### config.mk
export PLATFORM = sky130hd
export DESIGN_NAME = pipe_hazard_ctrl
export DESIGN_NICKNAME = d
export VERILOG_FILES = /design/src/rtl/pipe_ctrl_pkg.sv /design/src/rtl/load_use_detect.sv /design/src/rtl/pipe_hazard_ctrl.sv
export SDC_FILE = /design/constraint.sdc
export NUM_CORES = 1
export LEC_CHECK = 0
export CAP_MARGIN = 10
export CORE_MARGIN = 4
export CORE_UTILIZATION = 40
export CTS_CLUSTER_SIZE = 14
export DETAILED_ROUTE_END_ITERATION = 10
export PLACE_DENSITY = 0.71
export SLEW_MARGIN = 20
export SYNTH_ARGS = -nofsm -noshare
export SYNTH_HDL_FRONTEND = slang
export SYNTH_SLANG_ARGS = --single-unit
### constraint.sdc
create_clock -name clk_in -period 2.34 [get_ports clk_in]
set_input_delay 0.468 -clock clk_in [delete_from_list [all_inputs] [get_ports clk_in]]
set_output_delay 0.468 -clock clk_in [all_outputs]
set_load 0.01 [all_outputs]
### src/rtl/pipe_ctrl_pkg.sv
// Shared state encodings and parameter defaults for the pipeline sequencing controller.
package pipe_ctrl_pkg;

    typedef enum logic [1:0] {
        ST_RUN      = 2'd0,
        ST_MEM_WAIT = 2'd1,
        ST_FLUSH    = 2'd2,
        ST_TRAP     = 2'd3
    } state_t;

    localparam int DEF_MEM_TIMEOUT = 255;
    localparam int DEF_TRAP_DRAIN  = 2;

endpackage

### src/rtl/load_use_detect.sv
// Load-use hazard compare between the stage-1 sources and the stage-2 load destination.
module load_use_detect (
    input  logic [4:0] rs1_addr_in,
    input  logic [4:0] rs2_addr_in,
    input  logic       rs1_used_in,
    input  logic       rs2_used_in,
    input  logic [4:0] s2_rd_addr_in,
    input  logic       s2_load_in,
    output logic       hazard_out,
    output logic       rs1_hit_out,
    output logic       rs2_hit_out
);

    logic load_live;

    // x0 destination never produces data, so a match on it is not a hazard
    assign load_live   = s2_load_in & (s2_rd_addr_in != 5'd0);
    assign rs1_hit_out = load_live & rs1_used_in & (rs1_addr_in == s2_rd_addr_in);
    assign rs2_hit_out = load_live & rs2_used_in & (rs2_addr_in == s2_rd_addr_in);
    assign hazard_out  = rs1_hit_out | rs2_hit_out;

endmodule

### src/rtl/pipe_hazard_ctrl.sv
// Stall/flush sequencing for the RV32 pipeline: load-use, branch redirect, dmem wait, trap entry.
// Optional PIPE_HAZARD_CTRL_PERF_CNT_EN adds stall/flush cycle counters.
module pipe_hazard_ctrl
    import pipe_ctrl_pkg::*;
#(
    parameter int MEM_TIMEOUT = DEF_MEM_TIMEOUT,
    parameter int TRAP_DRAIN  = DEF_TRAP_DRAIN
) (
    input  logic        clk_in,
    input  logic        rst_n_in,
    input  logic [4:0]  rs1_addr_in,
    input  logic [4:0]  rs2_addr_in,
    input  logic        rs1_used_in,
    input  logic        rs2_used_in,
    input  logic [4:0]  s2_rd_addr_in,
    input  logic        s2_load_in,
    input  logic        branch_taken_in,
    input  logic        dmem_req_in,
    input  logic        dmem_ready_in,
    input  logic        trap_req_in,
    output logic        pc_stall_out,
    output logic        s1_stall_out,
    output logic        s2_stall_out,
    output logic        s1_flush_out,
    output logic        s2_flush_out,
    output logic        trap_ack_out,
    output logic        mem_err_out,
`ifdef PIPE_HAZARD_CTRL_PERF_CNT_EN
    output logic [31:0] stall_cnt_out,
    output logic [31:0] flush_cnt_out,
`endif
    output logic [1:0]  state_out
);

    localparam int WCW = $clog2(MEM_TIMEOUT + 1);

    state_t         state, state_nxt;
    logic [WCW-1:0] wait_cnt, wait_nxt;
    logic [2:0]     drain_cnt, drain_nxt;
    logic           lu_hazard, lu_rs1_hit, lu_rs2_hit, load_use;
    logic           pc_st, s1_st, s2_st, s1_fl, s2_fl, ack, err;

    load_use_detect u_lud (
        .rs1_addr_in   (rs1_addr_in),
        .rs2_addr_in   (rs2_addr_in),
        .rs1_used_in   (rs1_used_in),
        .rs2_used_in   (rs2_used_in),
        .s2_rd_addr_in (s2_rd_addr_in),
        .s2_load_in    (s2_load_in),
        .hazard_out    (lu_hazard),
        .rs1_hit_out   (lu_rs1_hit),
        .rs2_hit_out   (lu_rs2_hit)
    );

    assign load_use = lu_hazard & (lu_rs1_hit | lu_rs2_hit);

    always_comb begin
        state_nxt = state;
        wait_nxt  = wait_cnt;
        drain_nxt = drain_cnt;
        pc_st = 1'b0; s1_st = 1'b0; s2_st = 1'b0;
        s1_fl = 1'b0; s2_fl = 1'b0; ack = 1'b0; err = 1'b0;
        // Trap entry cycle is drain cycle 0; the TRAP state covers cycles 1..TRAP_DRAIN-1
        unique case (state)
            ST_RUN: begin
                if (trap_req_in) begin
                    ack = 1'b1; s1_fl = 1'b1; s2_fl = 1'b1;
                    state_nxt = (TRAP_DRAIN > 1) ? ST_TRAP : ST_RUN;
                    drain_nxt = 3'd1;
                end else if (dmem_req_in && !dmem_ready_in) begin
                    pc_st = 1'b1; s1_st = 1'b1; s2_st = 1'b1;
                    state_nxt = ST_MEM_WAIT;
                    wait_nxt  = '0;
                end else if (branch_taken_in) begin
                    s1_fl = 1'b1;
                    state_nxt = ST_FLUSH;
                end else if (load_use) begin
                    pc_st = 1'b1; s1_st = 1'b1; s2_fl = 1'b1;
                end
            end
            ST_MEM_WAIT: begin
                if (dmem_ready_in) begin
                    state_nxt = ST_RUN;
                end else if (wait_cnt == WCW'(MEM_TIMEOUT)) begin
                    err = 1'b1; s1_fl = 1'b1; s2_fl = 1'b1;
                    state_nxt = (TRAP_DRAIN > 1) ? ST_TRAP : ST_RUN;
                    drain_nxt = 3'd1;
                end else begin
                    pc_st = 1'b1; s1_st = 1'b1; s2_st = 1'b1;
                    wait_nxt = wait_cnt + 1'b1;
                end
            end
            ST_FLUSH: begin
                s1_fl = 1'b1;
                state_nxt = ST_RUN;
                if (trap_req_in) begin
                    ack = 1'b1; s2_fl = 1'b1;
                    state_nxt = (TRAP_DRAIN > 1) ? ST_TRAP : ST_RUN;
                    drain_nxt = 3'd1;
                end
            end
            ST_TRAP: begin
                s1_fl = 1'b1; s2_fl = 1'b1;
                if (drain_cnt >= 3'(TRAP_DRAIN - 1)) begin
                    state_nxt = ST_RUN;
                    drain_nxt = 3'd0;
                end else begin
                    drain_nxt = drain_cnt + 3'd1;
                end
            end
            default: state_nxt = ST_RUN;
        endcase
    end

    // Outputs are forced low while reset is held, independent of the inputs
    assign pc_stall_out = rst_n_in & pc_st;
    assign s1_stall_out = rst_n_in & s1_st & ~s1_fl;
    assign s2_stall_out = rst_n_in & s2_st & ~s2_fl;
    assign s1_flush_out = rst_n_in & s1_fl;
    assign s2_flush_out = rst_n_in & s2_fl;
    assign trap_ack_out = rst_n_in & ack;
    assign mem_err_out  = rst_n_in & err;
    assign state_out    = state;

    always_ff @(posedge clk_in or negedge rst_n_in) begin
        if (!rst_n_in) begin
            state     <= ST_RUN;
            wait_cnt  <= '0;
            drain_cnt <= '0;
        end else begin
            state     <= state_nxt;
            wait_cnt  <= wait_nxt;
            drain_cnt <= drain_nxt;
        end
    end

`ifdef PIPE_HAZARD_CTRL_PERF_CNT_EN
    always_ff @(posedge clk_in or negedge rst_n_in) begin
        if (!rst_n_in) begin
            stall_cnt_out <= '0;
            flush_cnt_out <= '0;
        end else begin
            if (pc_stall_out)                 stall_cnt_out <= stall_cnt_out + 32'd1;
            if (s1_flush_out || s2_flush_out) flush_cnt_out <= flush_cnt_out + 32'd1;
        end
    end
`endif

endmodule
==> results of run 1 <==
==> final cells by class <==
cell class                 count  share of cell area [%]
inverter                       5                    1.10
tap                           30                    2.19
multi-input combinational     90                    43.2
clock buffer                   4                    1.54
sequential                    13                    19.0
timing repair buffer          68                    33.0
==> logic make-up after synthesis <==
logic type,after synthesis,synth area share (%)
fa+ha+maj,3,3.69
compound gates,27,18.9
xor+xnor,13,11.2
buf+inv,8,4.18
flops,13,31.9
simple gates,46,29.0
mux,1,1.11
==> flip-flops by register name, indices dropped and copies added (netlist names) <==
register / cells
drain_cnt: 3
state_out: 2
wait_cnt: 8
==> metal layers <==
metal / vias to the layer above / part of all wire (%) / wire, microns / global-route usage [%]
li1: 549 / - / - / -
met1: 531 / 39 / 1190 / 22.3
met2: 57 / 52 / 1610 / 35.6
met3: 6 / 7.5 / 231 / 3.95
met4: 0 / 1.7 / 53 / 7.95
met5: - / 0 / 0 / 0
==> worst max-delay path, cell delays in order (launching register included) <==
cell	delay (ps)
dfrtp_1	410
or3b_4	430
o32ai_4	230
or4b_1	450
o21ai_1	130
buf_2	140
==> through the flow <==
stage	instance area, sq um	setup TNS, ps	cells	util, %	power [uW]
after floorplan	1020	0	111	-	698
after global placement	1600	-2930	203	65.2	1010
after detailed placement	1600	-3050	203	65.2	1040
after CTS	1660	-396	208	67.4	1210
after global routing	1710	-787	210	69.7	1360
final	1710	-509	210	69.7	1280
==> worst paths after layout <==
path | start | to | slack [ps] | depth (start not counted)
setup / recovery | state_out[1] | s2_flush_out | -200 | 5
hold / removal | rst_n_in | state_out[0] | 180 | 2
setup reg to reg | state_out[1] | state_out[1] | 170 | 8
hold reg to reg | drain_cnt[2] | drain_cnt[2] | 530 | 1
max in group asynchronous | rst_n_in | wait_cnt[2] | 1980 | 2
min in group clk_in | drain_cnt[2] | drain_cnt[2] | 530 | 1
==> power by group <==
| group | internal, uW | switching [uW] | total [uW] |
|---|---|---|---|
| clock network | 66.3 | 79.7 | 146 |
| logic | 436 | 360 | 796 |
| registers | 286 | 50.6 | 336 |
| total | 788 | 490 | 1280 |
==> cells in the mapped netlist (2+ instances only) <==
cell	instances	area share, %
dfrtp_1	13	32
xor2_1	10	8.6
nor2_1	9	3.3
o21ai_0	7	3.4
a21oi_1	5	2.5
inv_1	5	1.8
nand2_1	5	1.8
or3_1	5	3.1
nor4_1	4	2.5
ha_1	3	3.7
nand3_1	3	1.5
o211ai_1	3	2.2
xnor2_1	3	2.6
a22o_1	2	1.7
nor2b_1	2	1.2
nor3_1	2	0.98
nor3b_1	2	1.5
o32ai_1	2	1.7
==> what timing repair did <==
item	CTS	global route
buffers inserted	1	2
pin swaps	5	6
gates resized for setup	37	13
endpoints found under the setup margin	6	6
==> results.sh, run 1 <==
export IMPL_status="finished with violations"
export IMPL_failing_checks="negative setup slack"
export IMPL_rows=18
export IMPL_io_pin_count=33
export IMPL_drt_iter0_drc=46
export IMPL_first_pass_grt_wire_length_microns=5090
export IMPL_port_buffers=32
export IMPL_drive_gt1_share_pct=36.7
export IMPL_chipHeight_microns=58.5
export IMPL_power_density_cell_area_nw_per_um2=747
export IMPL_final_critical_path_setup_slack_ps=-202
export IMPL_asyncSetResetFlopFracSynth_pct=100
export IMPL_number_of_cts_inserted_buffers=3
export IMPL_place_ws_ps=-779
export IMPL_min_period_over_period_pct=109
export IMPL_clock_sinks=13
export IMPL_post_synth_edffs=0
export IMPL_remaining_drc_errors=0
export IMPL_end_kind="output port"
export IMPL_antenna_cells=0
export IMPL_cts_clk_slew_worst_paths_ps=80
export IMPL_first_global_vias=1136
export IMPL_wl_per_cell_microns=14.7
export IMPL_die_width_microns=58.5
export IMPL_finalClockSkew_ps=1.36
export IMPL_worst_setup_path_start_kind="register"
export IMPL_layout_common_cells="buf_4, clkdlybuf4s50_1, dfrtp_1"
export IMPL_timing_fmax_mhz=393
export IMPL_core_area_sq_um=2450
export IMPL_unrepaired_setup_endpoints_after_global_routing="true"
export IMPL_multi_input_area_sq_um=738
export IMPL_maxSlewHeadroom_pct=74.8
export IMPL_whs_ps=177
export IMPL_arrival_ps=2070
export IMPL_clk_path_buf_depth=2
export IMPL_areaGrowthSynthToFinish_pct=67.9
export IMPL_grt_start_max_net_pins=12
export IMPL_fillCellCount=189
export IMPL_setup_viol=4
export IMPL_cp_required_ps=1870
export IMPL_synth_yosys_seq_area_share_pct=31.9
export IMPL_wl_microns=3080
export IMPL_postSynth_topFlopCell="dfrtp_1"
export IMPL_timing_final_crit_period_ps=2540
export IMPL_drt_antenna_violating_nets=0
export IMPL_timing_worst_slew_pin_value_ps=377
export IMPL_flip_flop_and_latch_area_sq_um=325
export IMPL_hold_path_class="input port to asynchronous set/reset pin"
export IMPL_grt_remaining_overflow=0
export IMPL_postSynthAreaPerCell_sq_um=9.18
export IMPL_final_hold_violation_count=0
export IMPL_grt_antenna_before_repair=0
export IMPL_max_cap_viol_count=0
export IMPL_synthesis_nets=138
export IMPL_worstPathMaxFanout=2
export IMPL_clk_root_buffer_cell="clkbuf_4"
export IMPL_yosysWarningCount=0
export IMPL_routabilityCongestion=0.951
export IMPL_vdd_drop_max_mv=0.631
export IMPL_leakage_uw=0.000751
export IMPL_grt_use_total_pct=19.7
export IMPL_cts_max_level=1
export IMPL_clk_insertion_delay_late_ps=280
export IMPL_worst_setup_path_type="register to output port"
export IMPL_tritoncts="yes"
export IMPL_ys_seq_elements=13
export IMPL_detailedRoute_firstPassIterationCount=5
export IMPL_final_hpwl_dp_microns=2450
export IMPL_final_nets=208
export IMPL_cell_count_after_synthesis=111
export IMPL_synth_distinct_cells=44
export IMPL_fp_dieArea_sq_um=3420
export IMPL_postCtsHoldBufs=0
export IMPL_cell_area_synth_sq_um=1020
export IMPL_final_common_cell="buf_4"
export IMPL_route_vias_total=1143
export IMPL_drv_slew=0
export IMPL_avgViaCountPerCell=5.44
export IMPL_initial_core_util_pct=41.5
(Power assumes the default switching activity.)
==> inputs of run 2 (changes only) <==
--- a/config.mk
+++ b/config.mk
@@ -5,7 +5,6 @@
 export SDC_FILE = /design/constraint.sdc
 export NUM_CORES = 1
 export LEC_CHECK = 0
-export CAP_MARGIN = 10
 export CORE_MARGIN = 4
 export CORE_UTILIZATION = 40
 export CTS_CLUSTER_SIZE = 14
==> results of run 2 <==
The final DEF is identical to that of run 1; final timing and power are the same.
==> inputs of run 3 (changes only) <==
--- a/config.mk
+++ b/config.mk
@@ -5,11 +5,14 @@
 export SDC_FILE = /design/constraint.sdc
 export NUM_CORES = 1
 export LEC_CHECK = 0
+export ABC_AREA = 0
 export CORE_MARGIN = 4
 export CORE_UTILIZATION = 40
 export CTS_CLUSTER_SIZE = 14
 export DETAILED_ROUTE_END_ITERATION = 10
 export PLACE_DENSITY = 0.71
+export REMOVE_ABC_BUFFERS = 1
+export SKIP_LAST_GASP = 1
 export SLEW_MARGIN = 20
 export SYNTH_ARGS = -nofsm -noshare
 export SYNTH_HDL_FRONTEND = slang
==> run 3 against run 2 <==
Net effect: the flow still finishes with violations (negative setup slack); sequential share of layout area up 0.17 points; clock power down 5%; global-route usage down 0.76 points; core utilization down 0.61 points; power down 3.0%; combinational power down 4.3%; count of clock-buffer cells in the layout unchanged; sequential cell count unchanged; final cell count down 0.48%; die area unchanged; register-to-register slack better by 190 ps; worst setup slack better by 6.4 ps; critical path type unchanged; largest power group unchanged.
==> results.sh, run 3 (same netlist as run 1, synthesis figures left out) <==
export IMPL_grt_use_total_pct=18.9
export IMPL_critical_path_max_stage_delay_ps=490
export IMPL_final_common_cell="buf_4"
export IMPL_end_kind="output port"
export IMPL_finalClockSkew_ps=4.00
export IMPL_number_of_cts_inserted_buffers=3
export IMPL_tns_ps=-323
export IMPL_path_cells="or3b_4 -> o32ai_4 -> or4b_4 -> o21ai_2 -> buf_2"
export IMPL_timing_final_crit_period_ps=2540
export IMPL_timing_critical_path_max_delay_family="simple AND/OR/NAND/NOR gates"
export IMPL_grt_antenna_before_repair=0
export IMPL_grt_start_max_net_pins=16
export IMPL_final_hold_violation_count=0
export IMPL_drt_antenna_violating_nets=0
export IMPL_timing_fmax_mhz=394
export IMPL_drv_slew=0
export IMPL_worst_setup_path_type="register to output port"
export IMPL_drt_iter0_drc=31
export IMPL_final_core_utilization_pct=69.1
export IMPL_grt_remaining_overflow=0
export IMPL_chipHeight_microns=58.5
export IMPL_clock_sinks=13
export IMPL_power_density_cell_area_nw_per_um2=731
export IMPL_remaining_drc_errors=0
export IMPL_postCtsHoldBufs=0
export IMPL_arrival_ps=2070
export IMPL_max_cap_viol_count=0
export IMPL_fp_dieArea_sq_um=3420
export IMPL_clk_path_buf_depth=2
export IMPL_die_width_microns=58.5
export IMPL_worst_setup_path_start_kind="register"
export IMPL_wl_per_cell_microns=14.9
export IMPL_hold_path_class="register to register"
export IMPL_port_buffers=32
export IMPL_initial_core_util_pct=41.5
export IMPL_largest_register_ffs=8
export IMPL_critical_path_n_buffers_inverters=1
export IMPL_fillCellCount=209
export IMPL_cts_clk_slew_worst_paths_ps=80
export IMPL_regMostFlops="wait_cnt"
export IMPL_clk_root_buffer_cell="clkbuf_4"
export IMPL_areaGrowthSynthToFinish_pct=66.5
export IMPL_cp_required_ps=1870
export IMPL_min_period_over_period_pct=108
export IMPL_first_global_vias=1161
export IMPL_rows=18
export IMPL_placed_cells=203
export IMPL_wl_microns=3120
export IMPL_maxSlewHeadroom_pct=75.9
export IMPL_crit_slowest_cell="or4b_4"
export IMPL_first_pass_grt_wire_length_microns=4940
export IMPL_vdd_drop_max_mv=0.606
export IMPL_routabilityCongestion=0.896
export IMPL_status="finished with violations"
export IMPL_worstPathMaxFanout=2
export IMPL_antenna_cells=0
export IMPL_tritoncts="yes"
export IMPL_timing_worst_slew_pin_value_ps=362
export IMPL_io_pin_count=33
export IMPL_leakage_uw=0.000742
export IMPL_final_critical_path_setup_slack_ps=-195
export IMPL_core_area_sq_um=2450
export IMPL_cts_max_level=1
export IMPL_setup_viol=3
export IMPL_detailedRoute_firstPassIterationCount=4
export IMPL_final_hpwl_dp_microns=2420
export IMPL_layout_common_cells="buf_4, clkdlybuf4s50_1, dfrtp_1"
export IMPL_avgViaCountPerCell=5.29
export IMPL_route_vias_total=1106
export IMPL_unrepaired_setup_endpoints_after_global_routing="true"
export IMPL_final_nets=207
export IMPL_final_cell_count_no_fill=209
export IMPL_drive_gt1_share_pct=37.4
export IMPL_failing_checks="negative setup slack"
export IMPL_clk_insertion_delay_late_ps=280
[run 3: what timing repair did]
action / 4_1_cts / 5_1_grt
pin swaps: 6 / 5
buffers inserted: 0 / 2
resized for setup: 39 / 14
endpoints found under the setup margin: 7 / 6
[run 3: layout make-up]
type                    count  area [sq um]  share of cell area [%]
clock buffers               4          26.3                    1.55
inverters                   5          18.8                    1.11
multi-input cells          90           734                    43.3
flip-flops and latches     13           325                    19.2
well taps                  30          37.5                    2.21
repair buffers             67           553                    32.6
[run 3: worst reg2reg max path, delay by kind of cell, from the launching register on]
family | cells | cell delay, ps
compound gates | 1 | 410
buf+inv | 2 | 330
flops | 1 | 410
simple gates | 3 | 710
[run 3: path summary, 6_finish.rpt]
kind | to | slack, ps | cells after the start | startpoint
worst max-delay path | s2_flush_out | -200 | 5 | state_out[1]
worst min-delay path | drain_cnt[2] | 510 | 1 | drain_cnt[2]
worst max register to register | state_out[1] | 360 | 6 | state_out[0]
worst min register to register | drain_cnt[2] | 510 | 1 | drain_cnt[2]
max in group asynchronous | wait_cnt[0] | 1510 | 3 | rst_n_in
min in group asynchronous | drain_cnt[1] | 690 | 3 | rst_n_in
[run 3: metrics by stage]
stage                     setup slack [ps]  hold slack (ps)  power (uW)  instance area, sq um
after detailed placement              -747              491        1040                  1600
after CTS                             -213              510        1180                  1640
final                                 -195              513        1240                  1700
after global placement                -746              488        1010                  1600
after floorplan                       91.5              172         662                   995
after global routing                  -280              518        1330                  1700
[run 3: per-layer routing]
metal	share of wire, %	routed length, microns	GRT usage, %
met5	0	0	0
met4	1.3	42	6.95
met3	5.4	170	3.95
met2	52	1630	35.2
met1	41	1280	20.7
[run 3: power by group]
| part | internal (uW) | switching, uW | leakage, uW | total (uW) |
|---|---|---|---|---|
| clock | 66.1 | 72.0 | 0.0000150 | 138 |
| combinational | 415 | 347 | 0.000558 | 762 |
| sequential | 286 | 53.5 | 0.000170 | 340 |
